## src/rtl/mdu_seq_if.sv

```systemverilog
// mdu_seq_if: request/response and shared-ALU lines of the multiply sequencer.
//   slave  : seen by mdu_seq (takes start/op/a/b and ALU result, drives the rest)
//   master : seen by the core (or bench) that issues requests and hosts the ALU
// Signals:
//   start, op, a[31:0], b[31:0]     request
//   busy, done, hi[31:0], lo[31:0]  status / 64-bit product
//   alu_x, alu_y, alu_ctr[3:0]      ALU operand/control lines owned while busy
//   alu_z, alu_cf                   ALU result and carry-out
interface mdu_seq_if;
  logic        start;
  logic        op;
  logic [31:0] a;
  logic [31:0] b;
  logic        busy;
  logic        done;
  logic [31:0] hi;
  logic [31:0] lo;
  logic [31:0] alu_x;
  logic [31:0] alu_y;
  logic [3:0]  alu_ctr;
  logic [31:0] alu_z;
  logic        alu_cf;

  modport slave (
    input  start, op, a, b, alu_z, alu_cf,
    output busy, done, hi, lo, alu_x, alu_y, alu_ctr
  );

  modport master (
    output start, op, a, b, alu_z, alu_cf,
    input  busy, done, hi, lo, alu_x, alu_y, alu_ctr
  );
endinterface

```

## src/rtl/mdu_seq.sv

```systemverilog
// mdu_seq: iterative 32x32->64 shift-add multiplier that borrows the shared
// execute-stage ALU instead of owning an adder. One add per cycle, 32 cycles.
// Optional feature macro: MDU_SIGNED_EN -- when defined, op=1 (mult) runs a
// signed multiply via sign-magnitude pre/post negation (latency 36); when
// undefined, every request is unsigned (latency 32) and op is ignored.
// Ports:
//   clk    rising-edge clock
//   rst_n  asynchronous active-low reset
//   bus    mdu_seq_if.slave: start/op/a/b in, busy/done/hi/lo out,
//          alu_x/alu_y/alu_ctr out to the ALU, alu_z/alu_cf back from it
module mdu_seq (
  input  logic     clk,
  input  logic     rst_n,
  mdu_seq_if.slave bus
);

  localparam logic [3:0] ALU_ADDU = 4'b0010;
`ifdef MDU_SIGNED_EN
  localparam logic [3:0] ALU_SUBU = 4'b0011;
`endif

`ifdef MDU_SIGNED_EN
  typedef enum logic [2:0] {
    IDLE, NEG_A, NEG_B, ITER, NEG_LO, NEG_HI, DONE
  } state_e;
`else
  typedef enum logic [1:0] {
    IDLE, ITER, DONE
  } state_e;
`endif

  state_e      state_q, state_d;
  logic [31:0] mcand_q, mcand_d;
  logic [31:0] hi_q, hi_d;
  logic [31:0] lo_q, lo_d;
  logic [5:0]  cnt_q, cnt_d;
  logic [31:0] alu_x, alu_y;
  logic [3:0]  alu_ctr;
`ifdef MDU_SIGNED_EN
  logic        neg_q, neg_d;
  logic        lo_z_q, lo_z_d;
  // op is latched at acceptance so the live op input cannot steer an
  // operation already in flight.
  logic        sgn_q, sgn_d;
`endif

  always_ff @(posedge clk or negedge rst_n) begin
    if (!rst_n) begin
      state_q <= IDLE;
      mcand_q <= '0;
      hi_q    <= '0;
      lo_q    <= '0;
      cnt_q   <= '0;
`ifdef MDU_SIGNED_EN
      neg_q   <= 1'b0;
      lo_z_q  <= 1'b0;
      sgn_q   <= 1'b0;
`endif
    end else begin
      state_q <= state_d;
      mcand_q <= mcand_d;
      hi_q    <= hi_d;
      lo_q    <= lo_d;
      cnt_q   <= cnt_d;
`ifdef MDU_SIGNED_EN
      neg_q   <= neg_d;
      lo_z_q  <= lo_z_d;
      sgn_q   <= sgn_d;
`endif
    end
  end

  always_comb begin
    state_d = state_q;
    mcand_d = mcand_q;
    hi_d    = hi_q;
    lo_d    = lo_q;
    cnt_d   = cnt_q;
    alu_x   = '0;
    alu_y   = '0;
    alu_ctr = ALU_ADDU;
`ifdef MDU_SIGNED_EN
    neg_d   = neg_q;
    lo_z_d  = lo_z_q;
    sgn_d   = sgn_q;
`endif
    case (state_q)
      IDLE: begin
        if (bus.start) begin
          mcand_d = bus.a;
          lo_d    = bus.b;
          hi_d    = '0;
          cnt_d   = '0;
`ifdef MDU_SIGNED_EN
          neg_d   = bus.op & (bus.a[31] ^ bus.b[31]);
          sgn_d   = bus.op;
          state_d = bus.op ? NEG_A : ITER;
`else
          state_d = ITER;
`endif
        end
      end
`ifdef MDU_SIGNED_EN
      // Take magnitudes; 0x80000000 negates to itself, which is exactly
      // 2^31 when read as unsigned, so no special case is needed.
      NEG_A: begin
        alu_ctr = ALU_SUBU;
        alu_y   = mcand_q;
        if (mcand_q[31]) mcand_d = bus.alu_z;
        state_d = NEG_B;
      end
      NEG_B: begin
        alu_ctr = ALU_SUBU;
        alu_y   = lo_q;
        if (lo_q[31]) lo_d = bus.alu_z;
        state_d = ITER;
      end
`endif
      ITER: begin
        alu_x = hi_q;
        alu_y = lo_q[0] ? mcand_q : 32'h0;
        // 65-bit {carry, sum, multiplier} shifted right by one.
        hi_d  = {bus.alu_cf, bus.alu_z[31:1]};
        lo_d  = {bus.alu_z[0], lo_q[31:1]};
        cnt_d = cnt_q + 6'd1;
        if (cnt_q == 6'd31) begin
`ifdef MDU_SIGNED_EN
          state_d = sgn_q ? NEG_LO : DONE;
`else
          state_d = DONE;
`endif
        end
      end
`ifdef MDU_SIGNED_EN
      // 64-bit negate in two halves: lo = 0 - lo, hi = ~hi + (lo was 0).
      NEG_LO: begin
        alu_ctr = ALU_SUBU;
        alu_y   = lo_q;
        lo_z_d  = (lo_q == 32'h0);
        if (neg_q) lo_d = bus.alu_z;
        state_d = NEG_HI;
      end
      NEG_HI: begin
        alu_x   = ~hi_q;
        alu_y   = {31'b0, lo_z_q};
        if (neg_q) hi_d = bus.alu_z;
        state_d = DONE;
      end
`endif
      DONE: state_d = IDLE;
      default: state_d = IDLE;
    endcase
  end

  assign bus.alu_x   = alu_x;
  assign bus.alu_y   = alu_y;
  assign bus.alu_ctr = alu_ctr;
  assign bus.busy    = (state_q != IDLE);
  assign bus.done    = (state_q == DONE);
  assign bus.hi      = hi_q;
  assign bus.lo      = lo_q;

endmodule

```

## src/flat_wrapper.sv

```systemverilog
// flat-port wrapper written by rule: the top's interface ports become plain ports
module mdu_seq_flat 
  (clk, rst_n, bus_start, bus_op, bus_a, bus_b, bus_alu_z, bus_alu_cf, bus_busy, bus_done, bus_hi, bus_lo, bus_alu_x, bus_alu_y, bus_alu_ctr);
  mdu_seq_if bus_i ();
  input  logic clk;
  input  logic rst_n;
  input wire logic [$bits(bus_i.start)-1:0] bus_start;
  input wire logic [$bits(bus_i.op)-1:0] bus_op;
  input wire logic [$bits(bus_i.a)-1:0] bus_a;
  input wire logic [$bits(bus_i.b)-1:0] bus_b;
  input wire logic [$bits(bus_i.alu_z)-1:0] bus_alu_z;
  input wire logic [$bits(bus_i.alu_cf)-1:0] bus_alu_cf;
  output wire logic [$bits(bus_i.busy)-1:0] bus_busy;
  output wire logic [$bits(bus_i.done)-1:0] bus_done;
  output wire logic [$bits(bus_i.hi)-1:0] bus_hi;
  output wire logic [$bits(bus_i.lo)-1:0] bus_lo;
  output wire logic [$bits(bus_i.alu_x)-1:0] bus_alu_x;
  output wire logic [$bits(bus_i.alu_y)-1:0] bus_alu_y;
  output wire logic [$bits(bus_i.alu_ctr)-1:0] bus_alu_ctr;
  assign bus_i.start = bus_start;
  assign bus_i.op = bus_op;
  assign bus_i.a = bus_a;
  assign bus_i.b = bus_b;
  assign bus_i.alu_z = bus_alu_z;
  assign bus_i.alu_cf = bus_alu_cf;
  assign bus_busy = bus_i.busy;
  assign bus_done = bus_i.done;
  assign bus_hi = bus_i.hi;
  assign bus_lo = bus_i.lo;
  assign bus_alu_x = bus_i.alu_x;
  assign bus_alu_y = bus_i.alu_y;
  assign bus_alu_ctr = bus_i.alu_ctr;
  mdu_seq u_core (.clk(clk), .rst_n(rst_n), .bus(bus_i));
endmodule
```

## config.mk

```make
export PLATFORM = sky130hd
export DESIGN_NAME = mdu_seq_flat
export DESIGN_NICKNAME = d
export VERILOG_FILES = /design/src/rtl/mdu_seq_if.sv /design/src/rtl/mdu_seq.sv /design/src/flat_wrapper.sv
export SDC_FILE = /design/constraint.sdc
export NUM_CORES = 1
export LEC_CHECK = 0
export CORE_MARGIN = 2
export CORE_UTILIZATION = 44
export CTS_CLUSTER_DIAMETER = 120
export DETAILED_ROUTE_END_ITERATION = 7
export PLACE_DENSITY = 0.85
export REMOVE_ABC_BUFFERS = 1
export SKIP_CTS_REPAIR_TIMING = 1
export SLEW_MARGIN = 20
export SYNTH_ARGS = -nofsm -noshare
export SYNTH_HDL_FRONTEND = slang
export SYNTH_SLANG_ARGS = --single-unit
```

## constraint.sdc

```tcl
create_clock -name clk -period 3.6 [get_ports clk]
set_clock_uncertainty 0.05 [all_clocks]
set_input_delay 0.72 -clock clk [delete_from_list [all_inputs] [get_ports clk]]
set_output_delay 0.72 -clock clk [all_outputs]
set_load 0.02 [all_outputs]
```

==> summary.md <==
| Metric | Value |
|---|---|
| Max-Cap Viols | 0 |
| Die Span Y | 108 um |
| Most frequent cells in the layout | 228 x clkdlybuf4s50_1, 178 x nand2_1, 104 x dfrtp_1 |
| Initial antenna violation count | 0 |
| Pwr dens | 944 nW/um2 |
| HP Class | in -> async |
| Final Power | 6950 uW |
| Vias in the first global route | 4418 |
| WL/cell | 15.4 um |
| Syn avg cell area | 8.97 um2 |
| Setup CP Type | reg -> out |
| Commonest non-fill, non-tap cell in the layout | clkdlybuf4s50_1 |
| Worst reg2reg startpoint | u_core.state_q[1]$_DFFE_PN0P_ |
| Clock root buffer | clkbuf_8 |
| Tcrit/Tclk final | 86.0% |
| Final-stage net count | 839 |
| TritonCTS Buffers | 9 |
| Period minus WS final | 3.10 ns |
| # diodes | 0 |
| Largest net degree at the start of global routing | 94 |
| Critical path's slowest cell | clkdlybuf4s50_1 |
| I/O Buffers | 229 |
| Max Slew Vio Count | 0 |
| I/O pins | 235 |
| DR vias/cell | 5.17 |
| Remaining global-route overflow | 0 |
| HPWL after detailed placement | 9380 um |
| Die Wd | 108 um |
| Yosys warning count | 0 |
| TritonRoute pass-1 iters | 4 |
| Total track usage | 23.4% |
| Cell count after synthesis | 533 |
| Netlist cell types | 33 |
| Core area | 10700 um2 |
| Slew headroom | 28.3% |
| CTS tree | done |
| DRC errors left | 0 |
| Status | complete, no violations |
| Number of synthesized register bits | 104 |
| Max incr delay on CP | 0.61 ns |
| Htree depth | 3 |
| Placement Cell Area | 7090 um2 |
| First-pass GRT wire length | 21700 um |
| CP Max Fanout | 93 |
| Worst VDD drop | 0.000499 V |
| Worst path cell trace | and2b_4 -> buf_12 -> and3_1 -> clkdlybuf4s50_1 |
| Final hold vios | 0 |
| Final antenna-violating net count | 0 |
| CTS Buffer Depth | 2 |
| Share of layout cells above drive strength 1 | 6.06% |
| CP required | 2.83 ns |
| Die area | 11700 um2 |
| Static Leak | 0.00334 uW |
| Achievable Freq | 323 MHz |
| Worst Setup SP | u_core.state_q[1]$_DFFE_PN0P_ |
| Post-route cell area | 7360 um2 |
| Clock insertion delay at the later pin of the skew report | 0.36 ns |
| Sink Count | 104 |
| Total Wirelength | 13600 um |
| Worst Setup Start Kind | flop |
| Worst-Margin Slew | 1.08 ns |
| Core Rows | 38 |
| Worst-path clk slew | 0.10 ns |
| Crit path DAT | 2.33 ns |
| Total number of vias | 4564 |
| RD Place Congestion | 0.793 |
| RSZ-0062 raised after global routing | false |
| CP Capture Type | output pin |
| Sequential share of the synthesized area | 54.4% |
| Cell Area, Synth | 4780 um2 |
| Synthesis-to-layout area growth | 53.8% |
| Final-report setup violation count | 0 |
| Initial DRC count | 315 |
| Initial core utilization | 44.5% |
==> cell usage after synthesis <==
master,n,area share (%)
nand3_1,17,1.8
o31ai_1,1,0.16
o211ai_1,1,0.16
buf_4,4,0.63
o22ai_1,26,3.4
buf_2,21,2.2
buf_1,1,0.078
nor3_1,26,2.7
o41ai_1,1,0.18
and2_1,33,4.3
conb_1,2,0.16
and2b_1,1,0.16
buf_6,6,1.4
a22oi_1,6,0.94
or3b_1,1,0.18
ha_1,1,0.26
clkbuf_1,14,1.1
nand2_1,178,14
o21bai_1,1,0.16
mux2i_1,1,0.21
nand2b_1,1,0.13
nor3b_1,2,0.31
and3_1,32,4.2
nand3b_1,1,0.16
nand3_2,17,3.6
nor2b_1,1,0.13
o311ai_1,1,0.18
or2_2,1,0.13
xor2_1,1,0.18
nor2_1,27,2.1
o21ai_0,2,0.21
dfrtp_1,104,54
nand4_1,1,0.13
==> area by class of cell <==
type                            count  area (um2)
Tap cell                          140         175
Clock buffer                       11         131
Multi-Input combinational cell    385        1940
Fill cell                         848        3390
Clock inverter                      5         129
Sequential cell                   104        2600
Timing Repair Buffer              237        2380
==> sequential cells by signal (all words and copies together) (netlist names) <==
register / cells
u_core.bus.hi: 32
u_core.state_q: 2
u_core.cnt_q: 6
u_core.bus.lo: 32
u_core.mcand_q: 32
==> cell families (layout without fill, tap and decap cells) <==
logic type      count (synthesis)  after routing  share of synthesized area, %
simple gates                  339            339                          34.0
flops                         104            104                          54.4
buf+inv                        46            253                          5.41
compound gates                 39             39                          5.39
other cells                     2              4                         0.157
fa+ha+maj                       1              1                         0.262
xor+xnor                        1              1                         0.183
mux                             1              1                         0.209
==> power breakdown <==
group          internal [uW]  switching, uW  total (uW)
clock                    534            388         923
sequential              1690            421        2110
combinational           1820           2080        3910
total                   4050           2890        6950
==> per-layer routing <==
metal / up-vias / part of all wire, % / track usage (%)
met5: - / 0 / 0
met4: 0 / 2.2 / 8.70
met2: 212 / 50 / 38.5
met3: 24 / 9.1 / 6.51
met1: 2183 / 39 / 29.3
li1: 2145 / - / -
==> worst paths after layout <==
| kind | end | slack (ns) | cells past startpoint |
|---|---|---|---|
| worst min-delay path | u_core.mcand_q[0]$_DFFE_PN0P_ | 0.36 | 1 |
| worst min register to register | u_core.mcand_q[13]$_DFFE_PN0P_ | 0.43 | 2 |
| worst max register to register | u_core.bus.lo[20]$_DFFE_PN0P_ | 1.45 | 4 |
| min in group clk | u_core.mcand_q[13]$_DFFE_PN0P_ | 0.43 | 2 |
| worst max-delay path | bus_alu_y[29] | 0.50 | 4 |
| max in group asynchronous | u_core.bus.lo[9]$_DFFE_PN0P_ | 2.46 | 2 |
==> through the flow <==
stage	hold slack (ns)	util (%)	instances	setup TNS, ns	worst slack (ns)
3_5_place_dp	0.405	66.0	866	0	0.912
4_1_cts	0.431	68.4	882	0	0.521
6_report	0.360	68.5	882	0	0.504
5_1_grt	0.420	68.5	882	0	0.403
2_1_floorplan	0.374	-	489	-60.08	-1.03
3_3_place_gp	0.400	66.0	866	0	0.958
==> worst max-delay path, delay by kind of cell, from the launching register on <==
| family | cells | cell delay (ns) |
|---|---|---|
| AND/OR/NAND/NOR | 2 | 0.52 |
| flip-flops | 1 | 0.46 |
| buffers and inverters | 2 | 0.89 |
Note: power is estimated with default switching activity, not from simulation.
